**src/rtl/inst_fetch_queue.sv**
```systemverilog
// Instruction fetch front end: issues sequential reads to a variable-latency ROM
// and presents buffered {pc, inst} pairs to decode, with stall and redirect/flush.
module inst_fetch_queue #(
  parameter int ADDR_WIDTH = 32,
  parameter int INST_WIDTH = 32,
  parameter int DEPTH = 4,
  parameter logic [ADDR_WIDTH-1:0] RESET_PC = '0
) (
  input  logic                  clk,
  input  logic                  rst,
  output logic                  o_memReq,
  output logic [ADDR_WIDTH-1:0] o_memAddr,
  input  logic                  i_memAck,
  input  logic [INST_WIDTH-1:0] i_memInst,
  input  logic                  i_stall,
  input  logic                  i_redirect,
  input  logic [ADDR_WIDTH-1:0] i_redirectPc,
  output logic                  o_valid,
  output logic [ADDR_WIDTH-1:0] o_pc,
  output logic [INST_WIDTH-1:0] o_inst,
  output logic [1:0]            dbg_state
);

  localparam int PW = $clog2(DEPTH);
  localparam int CW = PW + 1;

  // Handshake: a transfer happens on any cycle with o_memReq=1 and i_memAck=1;
  // once raised, o_memReq/o_memAddr hold until that transfer, even across redirects.
  typedef enum logic [1:0] {
    IDLE = 2'd0,
    WAIT = 2'd1,
    DROP = 2'd2
  } state_t;

  state_t                state_q, state_d;
  logic [CW-1:0]         count_q, count_d;
  logic [PW-1:0]         rd_ptr_q, wr_ptr_q;
  logic [ADDR_WIDTH-1:0] fetch_pc_q, fetch_pc_d, fetch_pc_eff;
  logic [ADDR_WIDTH-1:0] redirect_pc, seq_pc, next_pc, addr_d;
  logic                  req_d;
  logic                  xfer, push, pop, room;

  logic [ADDR_WIDTH-1:0] pc_mem   [DEPTH];
  logic [INST_WIDTH-1:0] inst_mem [DEPTH];

  always_comb begin
    xfer         = o_memReq && i_memAck;
    push         = (state_q == WAIT) && xfer && !i_redirect;
    pop          = (count_q != '0) && !i_stall && !i_redirect;
    count_d      = i_redirect ? '0 : (count_q + CW'(push) - CW'(pop));
    // Space is reserved before a request goes out, so a push can never overflow.
    room         = count_d < CW'(DEPTH);
    redirect_pc  = i_redirectPc & ~ADDR_WIDTH'(3);
    fetch_pc_eff = i_redirect ? redirect_pc : fetch_pc_q;
    seq_pc       = o_memAddr + ADDR_WIDTH'(4);
    next_pc      = i_redirect ? redirect_pc : seq_pc;
  end

  always_comb begin
    state_d    = state_q;
    req_d      = o_memReq;
    addr_d     = o_memAddr;
    fetch_pc_d = fetch_pc_eff;
    case (state_q)
      IDLE: begin
        if (room) begin
          state_d = WAIT;
          req_d   = 1'b1;
          addr_d  = fetch_pc_eff;
        end
      end
      WAIT: begin
        if (xfer) begin
          fetch_pc_d = next_pc;
          if (room) begin
            state_d = WAIT;
            req_d   = 1'b1;
            addr_d  = next_pc;
          end else begin
            state_d = IDLE;
            req_d   = 1'b0;
          end
        end else if (i_redirect) begin
          state_d = DROP;
        end
      end
      DROP: begin
        // The in-flight data belongs to the flushed path; restart at the latest target.
        if (xfer) begin
          if (room) begin
            state_d = WAIT;
            req_d   = 1'b1;
            addr_d  = fetch_pc_eff;
          end else begin
            state_d = IDLE;
            req_d   = 1'b0;
          end
        end
      end
      default: begin
        state_d = IDLE;
        req_d   = 1'b0;
      end
    endcase
  end

  always_ff @(posedge clk) begin
    if (!rst) begin
      state_q    <= IDLE;
      count_q    <= '0;
      rd_ptr_q   <= '0;
      wr_ptr_q   <= '0;
      fetch_pc_q <= RESET_PC;
      o_memReq   <= 1'b0;
      o_memAddr  <= RESET_PC;
    end else begin
      state_q    <= state_d;
      count_q    <= count_d;
      fetch_pc_q <= fetch_pc_d;
      o_memReq   <= req_d;
      o_memAddr  <= addr_d;
      if (i_redirect) begin
        rd_ptr_q <= '0;
        wr_ptr_q <= '0;
      end else begin
        if (push) wr_ptr_q <= wr_ptr_q + PW'(1);
        if (pop)  rd_ptr_q <= rd_ptr_q + PW'(1);
      end
    end
  end

  always_ff @(posedge clk) begin
    if (rst && push) begin
      pc_mem[wr_ptr_q]   <= o_memAddr;
      inst_mem[wr_ptr_q] <= i_memInst;
    end
  end

  assign o_valid   = (count_q != '0);
  assign o_pc      = o_valid ? pc_mem[rd_ptr_q] : '0;
  assign o_inst    = o_valid ? inst_mem[rd_ptr_q] : '0;
  assign dbg_state = state_q;

endmodule

```
**config.mk**
```make
export PLATFORM = sky130hd
export DESIGN_NAME = inst_fetch_queue
export DESIGN_NICKNAME = d
export VERILOG_FILES = /design/src/rtl/inst_fetch_queue.sv
export SDC_FILE = /design/constraint.sdc
export NUM_CORES = 1
export LEC_CHECK = 0
export CELL_PAD_IN_SITES_DETAIL_PLACEMENT = 1
export CELL_PAD_IN_SITES_GLOBAL_PLACEMENT = 2
export CORE_MARGIN = 4
export CORE_UTILIZATION = 36
export DETAILED_ROUTE_END_ITERATION = 10
export PLACE_DENSITY = 0.77
export REMOVE_ABC_BUFFERS = 1
export SYNTH_ARGS = -nofsm -noshare
export SYNTH_HDL_FRONTEND = slang
export SYNTH_SLANG_ARGS = --single-unit
```
**constraint.sdc**
```tcl
create_clock -name clk -period 3.48 [get_ports clk]
set_input_delay 0.348 -clock clk [delete_from_list [all_inputs] [get_ports clk]]
set_output_delay 0.348 -clock clk [all_outputs]
set_load 0.02 [all_outputs]
```
==> Word level (Yosys, flattened, before mapping) <==
Memories as Yosys holds them, arrays and structs flattened. A register that Yosys moved wholly into a read port is not among the register bits.
Cells that the tools add are included.
{ "word_totals": {"elab_cells": 68, "rom_bits": 0, "ram_bits": 256, "latch_bits": 0, "out_inout_bits": 100, "memories": 2, "ff_bits": 74} }
{ "classes": {"n_reduce_logical": 16, "eq_ne": 8, "bitwise_logic": 1, "n_addsub": 5, "mul": 0, "n_mux": 28, "magnitude_cmp": 1, "n_div": 0, "shift": 0} }
{ "memory_table": {"columns": ["name", "words", "width", "rd", "rd_clocked_by_memory_dff", "write_ports", "line_no", "source"], "rows": [
  ["inst_mem", 4, 32, 1, 1, 1, "44", "logic [INST_WIDTH-1:0] inst_mem [DEPTH];"],
  ["pc_mem", 4, 32, 1, 1, 1, "43", "logic [ADDR_WIDTH-1:0] pc_mem [DEPTH];"]
]} }
{ "op_table": {"columns": ["cell", "count"], "rows": [
  ["2-to-1 mux 32 bit", 10],
  ["case mux 32 bit (3 select lines)", 1],
  ["adder 32 x 3 -> 32 bit, second input constant", 1],
  ["2-to-1 mux 2 bit", 8],
  ["inequality test 2 bit, second input constant", 4],
  ["logical AND 1 bit", 6],
  ["2-to-1 mux 1 bit", 6],
  ["case mux 2 bit (3 select lines)", 1],
  ["nonzero test 3 bit", 2],
  ["adder 2 x 1 -> 2 bit, second input constant", 2],
  ["AND reduction 4 bit", 1],
  ["OR reduction 2 bit", 2],
  ["adder 3 x 1 -> 3 bit", 1],
  ["< comparator 3 bit, second input constant", 1],
  ["2-to-1 mux 3 bit", 1],
  ["inequality test 3 bit, second input constant", 1],
  ["AND reduction 3 bit", 1],
  ["subtractor 3 x 1 -> 3 bit", 1],
  ["== test 2 x 1 -> 1 bit, second input constant", 1],
  ["== test 2 bit, second input constant", 1],
  ["zero test 1 bit", 2],
  ["zero test 2 bit", 1],
  ["inequality test 2 x 1 -> 1 bit, second input constant", 1],
  ["case mux 1 bit (2 select lines)", 1],
  ["other kinds (2)", 2]
]} }

==> Longest topological paths before layout <==
{ "logic_depth": {"depth_word": 10, "mapped_depth": 15} }

==> Worst setup path after synthesis <==
OpenSTA, ideal clock, no wires.
{ "synth_path": {"kind": "reg2reg", "from": "register state_q[0] (netlist: dbg_state[0])", "to": "memory inst_mem[0][0], enable pin", "n_path_buf": 3, "slack_ns": -0.243, "t_arrival_ns": 3.294, "stages_incl_launch_ff": 7, "path_cell_list": "dfxtp_1 -> ha_1 -> clkbuf_1 -> and3_1 -> clkbuf_1 -> clkbuf_1 -> and3_1"} }
{ "synth_between": {"elab_chain_len": 6} }
{ "synth_lines": {"columns": ["item", "line_no", "source"], "rows": [
  ["start, declared", "35", "state_t state_q, state_d;"],
  ["start signal, assigned", "117", "state_q <= state_d;"],
  ["== test 2 x 1 -> 1 bit", "48", "push = (state_q == WAIT) && xfer && !i_redirect;"],
  ["logical AND 1 bit (2 in a row)", "48", null],
  ["logical AND 1 bit", "133", "if (rst && push) begin"],
  ["2-to-1 mux 1 bit", "133", null],
  ["2-to-1 mux 1 bit (implied by the code)", "135", "inst_mem[wr_ptr_q] <= i_memInst;"],
  ["end, declared", "44", null]
]} }
Every way passes these cells.

==> Worst setup path after layout <==
{ "layout_path": {"from": "register count_q[1]", "to": "register o_memAddr[9]"} }
{ "layout_between": {"elab_chain_len": 9, "word_cells_on_any_way": 12, "classes_between": "2 x add/sub; 1 x order compare; 1 x eq/ne; 4 x mux; 4 x reduce/logical"} }
{ "layout_lines": {"columns": ["item", "line_no", "source"], "rows": [
  ["start, declared", "36", "logic [CW-1:0] count_q, count_d;"],
  ["start signal, assigned", "118", "count_q <= count_d;"],
  ["nonzero test 3 bit *", "49", "pop = (count_q != '0) && !i_stall && !i_redirect;"],
  ["logical AND 1 bit * (2 in a row)", "49", null],
  ["via pop", "41", "logic xfer, push, pop, room;"],
  ["subtractor 3 x 1 -> 3 bit *", "50", "count_d = i_redirect ? '0 : (count_q + CW'(push) - CW'(pop));"],
  ["2-to-1 mux 3 bit *", "50", null],
  ["< comparator 3 bit *", "52", "room = count_d < CW'(DEPTH);"],
  ["2-to-1 mux 32 bit (2 in a row)", null, null],
  ["case mux 32 bit (3 select lines)", null, null],
  ["end signal, assigned", "121", "o_memAddr <= addr_d;"],
  ["end, declared", "12", "output logic [ADDR_WIDTH-1:0] o_memAddr,"]
]} }
Mark *: on every way through the listed nets, which the timed path passes. The rest lies on a longest branch. The select of a mux whose other input is x is not followed.
A chain may end at the register's enable or synchronous reset.

==> results.txt <==
Post-CTS Setup Bufs = 0
Diodes inserted = 0
Max clock buf depth = 3
Pins Over Slew Limit = 0
Post-cts sizing count = 0
Core Util, Final = 46.3%
Die area = 42900 um^2
Post-DRT Antenna Nets = 0
Cells after synthesis = 1000
Required time of the critical path = 3.87 ns
Root buf cell = clkbuf_16
Maxcap violations = 0
Final Cycle Share = 93.5%
Placed wire-length estimate = 24000 um
Die Width = 207 um
R2R depth = 13
Critical path class = reg2reg
Placed instance count = 1662
EDFF count, synth = 256
Clock tree sinks = 332
I/O Pins = 169
Setup ws final = 0.225 ns
Min-delay worst type = in2reg
Share of the synthesized area in the top cell type = 53.8%
Detailed-route DRC error count = 0
RSZ-0062 raised after global routing = false
Hold buffer count at cts = 0
Initial detailed-routing violation count = 604
Initial core utilization = 36.7%
CP endpoint = o_memAddr[9]
Worst rel slew slack = 29.6%
Share of layout cells above drive strength 1 = 15.9%
FP Rows = 72
NetSw = 0.00300 W
Unique masters post-synth = 73
# nets final = 1264
Worst reg2reg path endpoint = o_memAddr[9]
Drt total wl = 38400 um
Reg-to-reg startpoint = count_q[1]
Wire length per cell = 22.2 um
CP Launch Type = flip-flop
Top cells by area, synth = edfxtp_1 (54%), dfxtp_1 (11%), mux4_2 (10%), and2_1 (3.0%), nand2_1 (1.4%)
Pin slew with the least headroom to its limit = 1.06 ns
Clock Skew = 0.0101 ns
DIE HEIGHT = 207 um
PwrDens = 604 nW/um^2
CP max FO = 11
Combinational Power Share = 18.0%
Clock Power Share = 37.4%
Initial antenna violation count = 0
Port bufs = 166
Vias in the first global route = 9890
Yosys reg bits = 332
Area Growth Syn to Fin = 26.0%
Place WS = -0.148 ns
GRT Overall Usage = 17.4%
Part of the power in registers = 44.5%
Post-synth ARST share = 0%
Ys flop type = edfxtp_1
Warnings, synthesis = 0
Min-delay src = i_redirect
Max Fclk = 307 MHz
Synth Cell Area = 14300 um^2
Final hold vios = 0
Leading area contributor after synthesis = edfxtp_1
Gr ovfl total = 0
CP endpoint kind = flip-flop
Internal power = 0.00787 W
Min Tclk post-route = 3.26 ns
DRT Pass-1 Iters = 4
Outcome = finished, final reports clean
Routed vias = 9275
Sequential fraction of the synthesis area = 64.4%
Final setup viols = 0
First-pass GRT wire length = 59500 um
Switching share of power = 27.6%
Critical path arrival = 3.64 ns
H-tree Lvls = 2
Worst hold slack = 0.374 ns
CTS tree = yes
RePlAce Congestion = 0.778
Worst-Skew Late Latency = 0.51 ns
Largest net degree at the start of global routing = 66
Static Leak = 5.86 nW
Maximum vdd drop = 0.298 mV
Syn Area/Cell = 14.3 um^2
Flop2flop setup slack = 0.22 ns
Core Region = 38900 um^2
Worst-path clk slew = 0.06 ns
Inserted Clock Buffers = 37
Worst Setup SP = count_q[1]
Overall Power = 0.0109 W
Vias per cell = 5.36
Finished Layout Cells = 1729
-- placed cells by master, fill, tap and decap left out, drive strengths merged, types with 10 or more instances in the layout --
cell	count
inv	18
nand4	10
clkinv	12
a22oi	11
and3	15
buf	50
clkdlybuf4s50	165
nor2	49
dfxtp	76
o21ai	45
a21oi	39
xnor2	16
clkbuf	44
mux4	64
edfxtp	256
nand3	33
nand2	54
ha	11
nor3	19
a31oi	10
o21a	10
and2	69
-- worst min path at each step --
stage                           to  depth (start not counted)
floorplan               count_q[2]                          1
global placement     fetch_pc_q[1]                          2
detailed placement   fetch_pc_q[1]                          2
CTS                 fetch_pc_q[15]                          5
global route        fetch_pc_q[15]                          5
finish              fetch_pc_q[15]                          5
-- Yosys cell counts (all sizes together) (15+ instances only) --
master / instances
edfxtp: 256
dfxtp: 76
and2: 69
mux4: 64
nand2: 54
clkbuf: 52
nor2: 49
o21ai: 45
a21oi: 39
nand3: 33
buf: 19
nor3: 19
inv: 16
xnor2: 16
and3: 15
-- critical path, cell delays in order (launching register included) --
cell and delay (ns):
dfxtp_1 0.36, or3_2 0.48, nor3b_1 0.17, ha_1 0.27, inv_1 0.04, ha_1 0.18, fa_1 0.40, xnor3_1 0.24
a211oi_2 0.25, buf_4 0.17, buf_4 0.19, o21ai_1 0.11, a22oi_1 0.22, nor2_1 0.05
-- cell families (layout without fill, tap and decap cells) --
| group | after synthesis | after routing | share of synthesized area [%] |
|---|---|---|---|
| buffers and inverters | 87 | 298 | 2.43 |
| flip-flops | 332 | 332 | 64.4 |
| XOR/XNOR | 22 | 22 | 1.55 |
| adder cells (fa/ha/maj) | 12 | 12 | 1.10 |
| AND/OR/NAND/NOR | 288 | 288 | 11.2 |
| AO/OA/AOI/OAI | 192 | 192 | 8.97 |
| multiplexers | 67 | 67 | 10.3 |
-- state kept, by name, indices dropped and copies added, names as in the netlist, named ones only --
name        count
count_q         3
dbg_state       2
fetch_pc_q     32
inst_mem      128
o_memAddr      32
o_memReq        1
pc_mem        128
rd_ptr_q        2
wr_ptr_q        2
-- power groups by stage --
stage / registers, W / clock network, W / logic (W)
after floorplan: 0.00501 / 0 / 0.000801
after CTS: 0.00485 / 0.00417 / 0.00199
after global routing: 0.00488 / 0.00434 / 0.00213
after global placement: 0.00492 / 0 / 0.00192
after detailed placement: 0.00493 / 0 / 0.00197
final: 0.00484 / 0.00407 / 0.00196
-- layout make-up --
type / count / area [um^2]
Sequential cell: 332 / 9220
Timing Repair Buffer: 215 / 2060
Tap cell: 518 / 648
Clock buffer: 44 / 962
Inverter: 16 / 60.1
Multi-Input combinational cell: 581 / 4760
Clock inverter: 23 / 297
Fill cell: 3884 / 20900
-- stage by stage --
stage	TNS, ns	instance area [um^2]
floorplan	-203.27	14000
global placement	-0.110	16700
detailed placement	-0.951	16700
CTS	0	18000
global route	0	18000
finish	0	18000
-- routing by layer --
metal	vias to the layer above	GRT usage [%]	wire, um
met2	188	29.4	18800
met4	0	3.49	580
met3	43	2.69	1310
li1	4244	-	-
met1	4800	24.2	17600
met5	-	0	0
No activity file was read; power rests on OpenSTA's default activity.
